**src/rtl/ebus_arb.sv**
```systemverilog
// EBUS arbiter: round-robin grant among NREQ requesters and sequencing of one strobed transfer per grant.
// Optional EBUS_TIMEOUT_EN adds an acknowledge timeout that releases the bus with an err pulse.
module ebus_arb #(
    parameter int NREQ     = 4,
    parameter int SETUP    = 2,
    parameter int STROBE_W = 2,
    parameter int HOLD     = 1,
    parameter int TIMEOUT  = 64
) (
    input  logic              eboxClk,
    input  logic              eboxReset_n,
    input  logic [NREQ-1:0]   req,
    input  logic [NREQ*7-1:0] reqFunc,
    output logic [NREQ-1:0]   grant,
    output logic [6:0]        EBUS_DS,
    output logic              EBUS_DS_STROBE,
    input  logic              EBUS_XFER,
    output logic [NREQ-1:0]   done,
    output logic [NREQ-1:0]   err,
    output logic              busy
);
    localparam int PW = $clog2(NREQ);
    localparam logic [3:0] SETUP_LAST  = 4'(SETUP - 1);
    localparam logic [3:0] STROBE_LAST = 4'(STROBE_W - 1);
    // HOLD=0 still spends one cycle in HOLD before RELEASE
    localparam logic [3:0] HOLD_LAST   = (HOLD == 0) ? 4'd0 : 4'(HOLD - 1);

    typedef enum logic [2:0] {
        ST_IDLE, ST_SETUP, ST_STROBE, ST_WAIT, ST_HOLD, ST_RELEASE
    } state_t;

    state_t            state_q, state_d;
    logic [3:0]        cnt_q, cnt_d;
    logic [NREQ-1:0]   grant_q, grant_d;
    logic [6:0]        ds_q, ds_d;
    logic [PW-1:0]     win_q, win_d;
    logic [PW-1:0]     ptr_q, ptr_d;
    logic              xfer_seen_q, xfer_seen_d;
    logic              arb_found;
    logic [PW-1:0]     arb_idx;
    logic [NREQ-1:0]   arb_onehot;
    logic [6:0]        arb_func;

`ifdef EBUS_TIMEOUT_EN
    localparam int TW = $clog2(TIMEOUT + 1);
    localparam logic [TW-1:0] TO_LAST = TW'(TIMEOUT - 1);
    logic [TW-1:0]     to_cnt_q, to_cnt_d;
    logic              err_pend_q, err_pend_d;
`else
    if (TIMEOUT < 2) begin : g_timeout_unused
    end
`endif

    // Two passes: indices at/after the pointer first, then wrap to those below it.
    always_comb begin
        arb_found  = 1'b0;
        arb_idx    = '0;
        arb_onehot = '0;
        arb_func   = '0;
        for (int j = 0; j < NREQ; j++) begin
            if (!arb_found && req[j] && (j >= int'(ptr_q))) begin
                arb_found     = 1'b1;
                arb_idx       = PW'(j);
                arb_onehot[j] = 1'b1;
                arb_func      = reqFunc[j*7 +: 7];
            end
        end
        for (int j = 0; j < NREQ; j++) begin
            if (!arb_found && req[j]) begin
                arb_found     = 1'b1;
                arb_idx       = PW'(j);
                arb_onehot[j] = 1'b1;
                arb_func      = reqFunc[j*7 +: 7];
            end
        end
    end

    always_ff @(posedge eboxClk or negedge eboxReset_n) begin
        if (!eboxReset_n) begin
            state_q     <= ST_IDLE;
            cnt_q       <= '0;
            grant_q     <= '0;
            ds_q        <= '0;
            win_q       <= '0;
            ptr_q       <= '0;
            xfer_seen_q <= 1'b0;
`ifdef EBUS_TIMEOUT_EN
            to_cnt_q    <= '0;
            err_pend_q  <= 1'b0;
`endif
        end else begin
            state_q     <= state_d;
            cnt_q       <= cnt_d;
            grant_q     <= grant_d;
            ds_q        <= ds_d;
            win_q       <= win_d;
            ptr_q       <= ptr_d;
            xfer_seen_q <= xfer_seen_d;
`ifdef EBUS_TIMEOUT_EN
            to_cnt_q    <= to_cnt_d;
            err_pend_q  <= err_pend_d;
`endif
        end
    end

    always_comb begin
        state_d     = state_q;
        cnt_d       = cnt_q;
        grant_d     = grant_q;
        ds_d        = ds_q;
        win_d       = win_q;
        ptr_d       = ptr_q;
        xfer_seen_d = xfer_seen_q;
        case (state_q)
            ST_IDLE: begin
                xfer_seen_d = 1'b0;
                if (arb_found) begin
                    grant_d = arb_onehot;
                    ds_d    = arb_func;
                    win_d   = arb_idx;
                    cnt_d   = '0;
                    state_d = ST_SETUP;
                end
            end
            ST_SETUP: begin
                if (cnt_q == SETUP_LAST) begin
                    cnt_d   = '0;
                    state_d = ST_STROBE;
                end else begin
                    cnt_d = cnt_q + 4'd1;
                end
            end
            ST_STROBE: begin
                if (EBUS_XFER) xfer_seen_d = 1'b1;
                if (cnt_q == STROBE_LAST) begin
                    cnt_d   = '0;
                    state_d = ST_WAIT;
                end else begin
                    cnt_d = cnt_q + 4'd1;
                end
            end
            ST_WAIT: begin
                if (EBUS_XFER || xfer_seen_q) begin
                    cnt_d   = '0;
                    state_d = ST_HOLD;
                end
            end
            ST_HOLD: begin
                if (cnt_q == HOLD_LAST) begin
                    cnt_d   = '0;
                    state_d = ST_RELEASE;
                end else begin
                    cnt_d = cnt_q + 4'd1;
                end
            end
            ST_RELEASE: begin
                grant_d     = '0;
                ds_d        = '0;
                xfer_seen_d = 1'b0;
                ptr_d       = (win_q == PW'(NREQ - 1)) ? '0 : win_q + 1'b1;
                state_d     = ST_IDLE;
            end
            default: state_d = ST_IDLE;
        endcase
`ifdef EBUS_TIMEOUT_EN
        to_cnt_d   = to_cnt_q;
        err_pend_d = 1'b0;
        if (state_q == ST_SETUP) begin
            to_cnt_d = '0;
        end else if (state_q == ST_STROBE || state_q == ST_WAIT) begin
            if (!EBUS_XFER && !xfer_seen_q && to_cnt_q == TO_LAST) begin
                state_d    = ST_RELEASE;
                err_pend_d = 1'b1;
                cnt_d      = '0;
            end else if (to_cnt_q != TO_LAST) begin
                to_cnt_d = to_cnt_q + 1'b1;
            end
        end
`endif
    end

    always_comb begin
        grant          = grant_q;
        EBUS_DS        = ds_q;
        EBUS_DS_STROBE = (state_q == ST_STROBE);
        busy           = (state_q != ST_IDLE);
        done           = (state_q == ST_RELEASE) ? grant_q : '0;
`ifdef EBUS_TIMEOUT_EN
        err            = err_pend_q ? done : '0;
`else
        err            = '0;
`endif
    end
endmodule

```
**config.mk**
```make
export PLATFORM = sky130hd
export DESIGN_NAME = ebus_arb
export DESIGN_NICKNAME = d
export VERILOG_FILES = /design/src/rtl/ebus_arb.sv
export SDC_FILE = /design/constraint.sdc
export NUM_CORES = 1
export LEC_CHECK = 0
export CAP_MARGIN = 20
export CORE_MARGIN = 1
export CORE_UTILIZATION = 50
export DETAILED_ROUTE_END_ITERATION = 7
export DONT_BUFFER_PORTS = 1
export PLACE_DENSITY = 0.69
export SLEW_MARGIN = 25
export SYNTH_ARGS = -nofsm -noshare
export SYNTH_HDL_FRONTEND = slang
export SYNTH_SLANG_ARGS = --single-unit
export TNS_END_PERCENT = 1
```
**constraint.sdc**
```tcl
create_clock -name eboxClk -period 1.8 [get_ports eboxClk]
set_clock_uncertainty 0.1 [all_clocks]
set_input_delay 0 -clock eboxClk [delete_from_list [all_inputs] [get_ports eboxClk]]
set_output_delay 0 -clock eboxClk [all_outputs]
set_load 0.05 [all_outputs]
```
Word-level counts from Yosys, hierarchy flattened
Cells that the tools add are included.
- $add $sub $neg: 2
- order comparisons: 3
- equal/unequal tests: 13
- muxes and demuxes: 49
- reductions and logical operators: 31
- operator list (kind ; number):
    2-to-1 mux 7 bit ; 9
    2-to-1 mux 4 bit ; 6
    2-to-1 mux 1 bit ; 17
    one-hot mux 4 bit (4 select lines) ; 1
    2-to-1 mux 3 bit ; 5
    one-hot mux 3 bit (5 select lines) ; 1
    2-to-1 mux 2 bit ; 7
    one-hot mux 7 bit (2 select lines) ; 1
    logical AND 1 bit ; 10
    inequality test 2 bit (second input constant) ; 4
    one-hot mux 4 bit (2 select lines) ; 1
    logical NOT 1 bit ; 7
    == test 3 x 2 -> 1 bit (second input constant) ; 2
    == test 3 bit (second input constant) ; 2
    AND reduction 2 bit ; 3
    AND reduction 5 bit ; 1
    adder 4 x 1 -> 4 bit (second input constant) ; 1
    == test 4 x 1 -> 1 bit (second input constant) ; 1
    >= comparator 1 x 2 -> 1 bit (first input constant) ; 2
    logical NOT 4 bit ; 1
    inequality test 2 x 1 -> 1 bit (second input constant) ; 2
    nonzero test 2 bit ; 2
    nonzero test 4 bit ; 1
    OR reduction 2 bit ; 2
    9 further kinds ; 9
- flip-flop bits (word level): 23
- input port bits: 35
- word-level logic and storage cells: 105

Logic depth before layout (Yosys ltp)
- depth after elaboration: 28
- depth in mapped cells: 8

Worst setup path before layout
OpenSTA, ideal clock, no wires.
- path type: reg-to-output
- start point: register state_q[1]
- end point: output EBUS_DS_STROBE
- arrival time: 1828 ps
- data required time: 1700 ps
- slack: -128 ps
- cell stages (with the launch flop): 3
- buffers on the path: 1
- path through: dfrtp_1 clkbuf_1 nor3b_1
- word-level cells in the longest chain between the ends: 1
- RTL lines (item ; line ; source):
    start: declaration ; 32 ; state_t state_q, state_d;
    start signal: assignment ; 92 ; state_q <= state_d;
    == test 3 x 2 -> 1 bit ; 185 ; EBUS_DS_STROBE = (state_q == ST_STROBE);
    end: declaration ; 16 ; output logic EBUS_DS_STROBE,
No other way between the ends.

Final worst setup path
- start point: register state_q[1]
- end point: register ds_q[4], in the netlist EBUS_DS[4]
- word-level cells in the longest chain between the ends: 3
- elaborated cells on any way between the ends: 6
- RTL lines (item ; line ; source):
    == test 3 bit / logical NOT 3 bit (equally long branches) ; 114 ; case (state_q)
    nonzero test 2 bit (no line) / inequality test 2 bit (equally long branches) ; n/a ;
    AND reduction 2 bit (no line) ; n/a ;
    end signal: assignment ; 95 ; ds_q <= ds_d;
    end: declaration ; 35 ; logic [6:0] ds_q, ds_d;
Several ways; a longest one is shown, not always the timed one.
A chain may end at the register's enable or synchronous reset.

==> flow_metrics.tcl <==
set metrics [dict create \
    hold_path_class "primary input to flop" \
    pre_cts_ws_ps -27.9 \
    min_from "req[0]" \
    place_congestion 0.903 \
    outcome "finished, violations left" \
    postRouteAntennaNets 0 \
    clk_latency_ps 330 \
    timing.fmax_ghz 0.540 \
    first_pass_iters 7 \
    criticalPathCategory "flop to flop" \
    drt_iter0_markers 222 \
    die_w_um 61.9 \
    r2r_cells 7 \
    peakVddDrop_mv 1.01 \
    dieArea_um2 3830 \
    numCtsBuffers 3 \
    arrival_ps 1980 \
    period_needed_ps 1850 \
    wirelength_mm 5.81 \
    synth-edff-count 0 \
    grt_setup_unrepaired "yes" \
    crit_required_ps 1930 \
    clk_path_buf_depth 2 \
    final_nets 315 \
    grt_max_degree 24 \
    r2r_start "state_q[1]$_DFFE_PN0P_" \
    leakage_nw 1.08 \
    yosysMostFrequentCell "nand2_1" \
    async_flop_share_pct 100 \
    max_slew_margin_pct 60.0 \
    worstSetupEndpointType "flop" \
    drcViolationCount 0 \
    grt_pass1_wl_mm 8.42 \
    via_per_inst 6.48 \
    core_region_area_um2 3390 \
    violations "negative setup slack" \
    syn_to_final_growth_pct 37.2 \
    yosys_register_bits 23 \
    placed_cells 274 \
    yosysTopAreaCellShare_pct 32.1 \
    antenna_found_initial 0 \
    syn_inst 218 \
    cts_root_buffer "clkbuf_4" \
    port_buffers 0 \
    ff2ff_setup_slack_ps -50 \
    r2r_end "EBUS_DS[4]$_DFFE_PN0P_" \
    synthTopCellsByArea "dfrtp_1, nand2_1, a21oi_1" \
    fillers 239 \
    yosys_warnings 0 \
    synth_cell_type_count 49 \
    start_util_pct 52.9 \
    maxCapViolCount 0 \
    cts_tree "yes" \
    worstPathMaxFanout 12 \
    powerDensity_nw_per_um2 1660 \
    overflow 0 \
    io_pins 56 \
    hold_slack_ps 11.9 \
    htreeDepth 1 \
    whs_endpoint "grant[0]$_DFFE_PN0P_" \
    synth_top_area_cell "dfrtp_1" \
    diodes 0 \
    place_hpwl_mm 3.44 \
    synth_ff_type "dfrtp_1" \
    final.period_utilization_pct 103 \
    syn_avg_cell_area_um2 8.22 \
    worst_slack_ps -50.9 \
    vias 2079 \
    drive_gt1_share_pct 27.3 \
    hold_violations 0 \
    grt_pass1_vias 1772 \
    critPathLaunchType "flop" \
    gr-usage-all-layers_pct 31.0 \
    wl_per_cell_um 18.1 \
    setup_viol 7 \
    clkSlewWorstSetupHoldPaths_ps 140 \
    rows 21 \
    worstMarginPinSlew_ps 595 \
    die_y_um 61.9 \
    whs_path_depth 4 \
    slew_viol_final 0 \
    cts_sinks 23 \
    fin_cells 321 \
    netlist_area_um2 1790 \
    synthTopCellsByCount "nand2_1, dfrtp_1, nor2_1" \
    ys_seq_area_share_pct 32.1 \
]
## report_power, final
part,internal (W),switching [W]
combinational,0.00116,0.00160
clock,0.0000836,0.000172
sequential,0.000744,0.000322
total,0.00198,0.00209
## layer usage
metal / vias up / share of wire [%] / track usage, %
met5: - / 0 / 0
met4: 0 / 5.2 / 13.7
met3: 50 / 10 / 8.49
met2: 165 / 46 / 47.0
met1: 958 / 38 / 41.5
li1: 906 / - / -
## worst max-delay path by stage
stage | from | endpoint | slack (ps) | cells after the start
2_1_floorplan | state_q[0]$_DFFE_PN0P_ | done[0] | 40 | 4
3_3_place_gp | state_q[1]$_DFFE_PN0P_ | EBUS_DS[4]$_DFFE_PN0P_ | 40 | 5
3_5_place_dp | cnt_q[1]$_DFFE_PN0P_ | cnt_q[2]$_DFFE_PN0P_ | -30 | 7
4_1_cts | cnt_q[0]$_DFFE_PN0P_ | cnt_q[2]$_DFFE_PN0P_ | -70 | 6
5_1_grt | state_q[1]$_DFFE_PN0P_ | EBUS_DS[1]$_DFFE_PN0P_ | -60 | 5
6_report | state_q[1]$_DFFE_PN0P_ | EBUS_DS[4]$_DFFE_PN0P_ | -50 | 7
## cell families after synthesis
logic type,synth area share [%]
xor+xnor,0.978
flops,32.1
mux,0.628
simple gates,24.3
fa+ha+maj,2.79
compound gates,29.6
other cells,0.209
buf+inv,9.36
## per-stage QoR
step / utilization (%) / cell area [um^2] / TNS, ps / total power (W)
6_report: 72.5 / 2460 / -146 / 0.00408
5_1_grt: 72.5 / 2460 / -440 / 0.00436
4_1_cts: 68.7 / 2330 / -101 / 0.00381
3_5_place_dp: 57.5 / 1950 / -27.9 / 0.00344
3_3_place_gp: 57.5 / 1950 / 0 / 0.00335
2_1_floorplan: - / 1810 / 0 / 0.00288
## registers in the layout, indices dropped and copies added (netlist names)
signal / count
EBUS_DS: 7
cnt_q: 4
grant: 4
win_q: 2
state_q: 3
xfer_seen_q: 1
ptr_q: 2
## area by class of cell
type / instances / area, um^2 / area share, %
repair buffers: 71 / 646 / 26.3
inverters: 11 / 41.3 / 1.68
flip-flops and latches: 23 / 577 / 23.5
clock inverters: 1 / 5.00 / 0.204
multi-input cells: 166 / 1110 / 45.1
well taps: 46 / 57.6 / 2.34
clock buffers: 3 / 22.5 / 0.916
## critical path, cell delays in order, from the launching register on
cell and delay, ps:
dfrtp_1 440, buf_6 160, nand3b_1 260, buf_6 180, o211ai_1 100, o31ai_2 120
a221oi_2 270, a21oi_1 110
## cell usage in the layout (no fill, tap or decap), drive strengths merged, types with 2 or more instances in the layout
cell,instances
nand3,12
inv,11
a211oi,7
a31oi,8
nor2,19
nand2,27
a22oi,5
o211a,3
nor3b,6
dlygate4sd3,34
buf,37
dfrtp,23
clkbuf,3
nor2b,3
o31ai,5
nand2b,4
a21oi,16
ha,4
a221oi,3
o21ai,11
o211ai,3
o221a,5
conb,4
and3,2
## what timing repair did
action / CTS / global route
buffers inserted: 1 / 7
endpoints found under the hold margin: 38 / 23
hold buffers: 34 / 1
endpoints found under the setup margin: 13 / 17
pin swaps: 0 / 4
gates resized for setup: 2 / 23
Power figures use the tool's default switching activity.
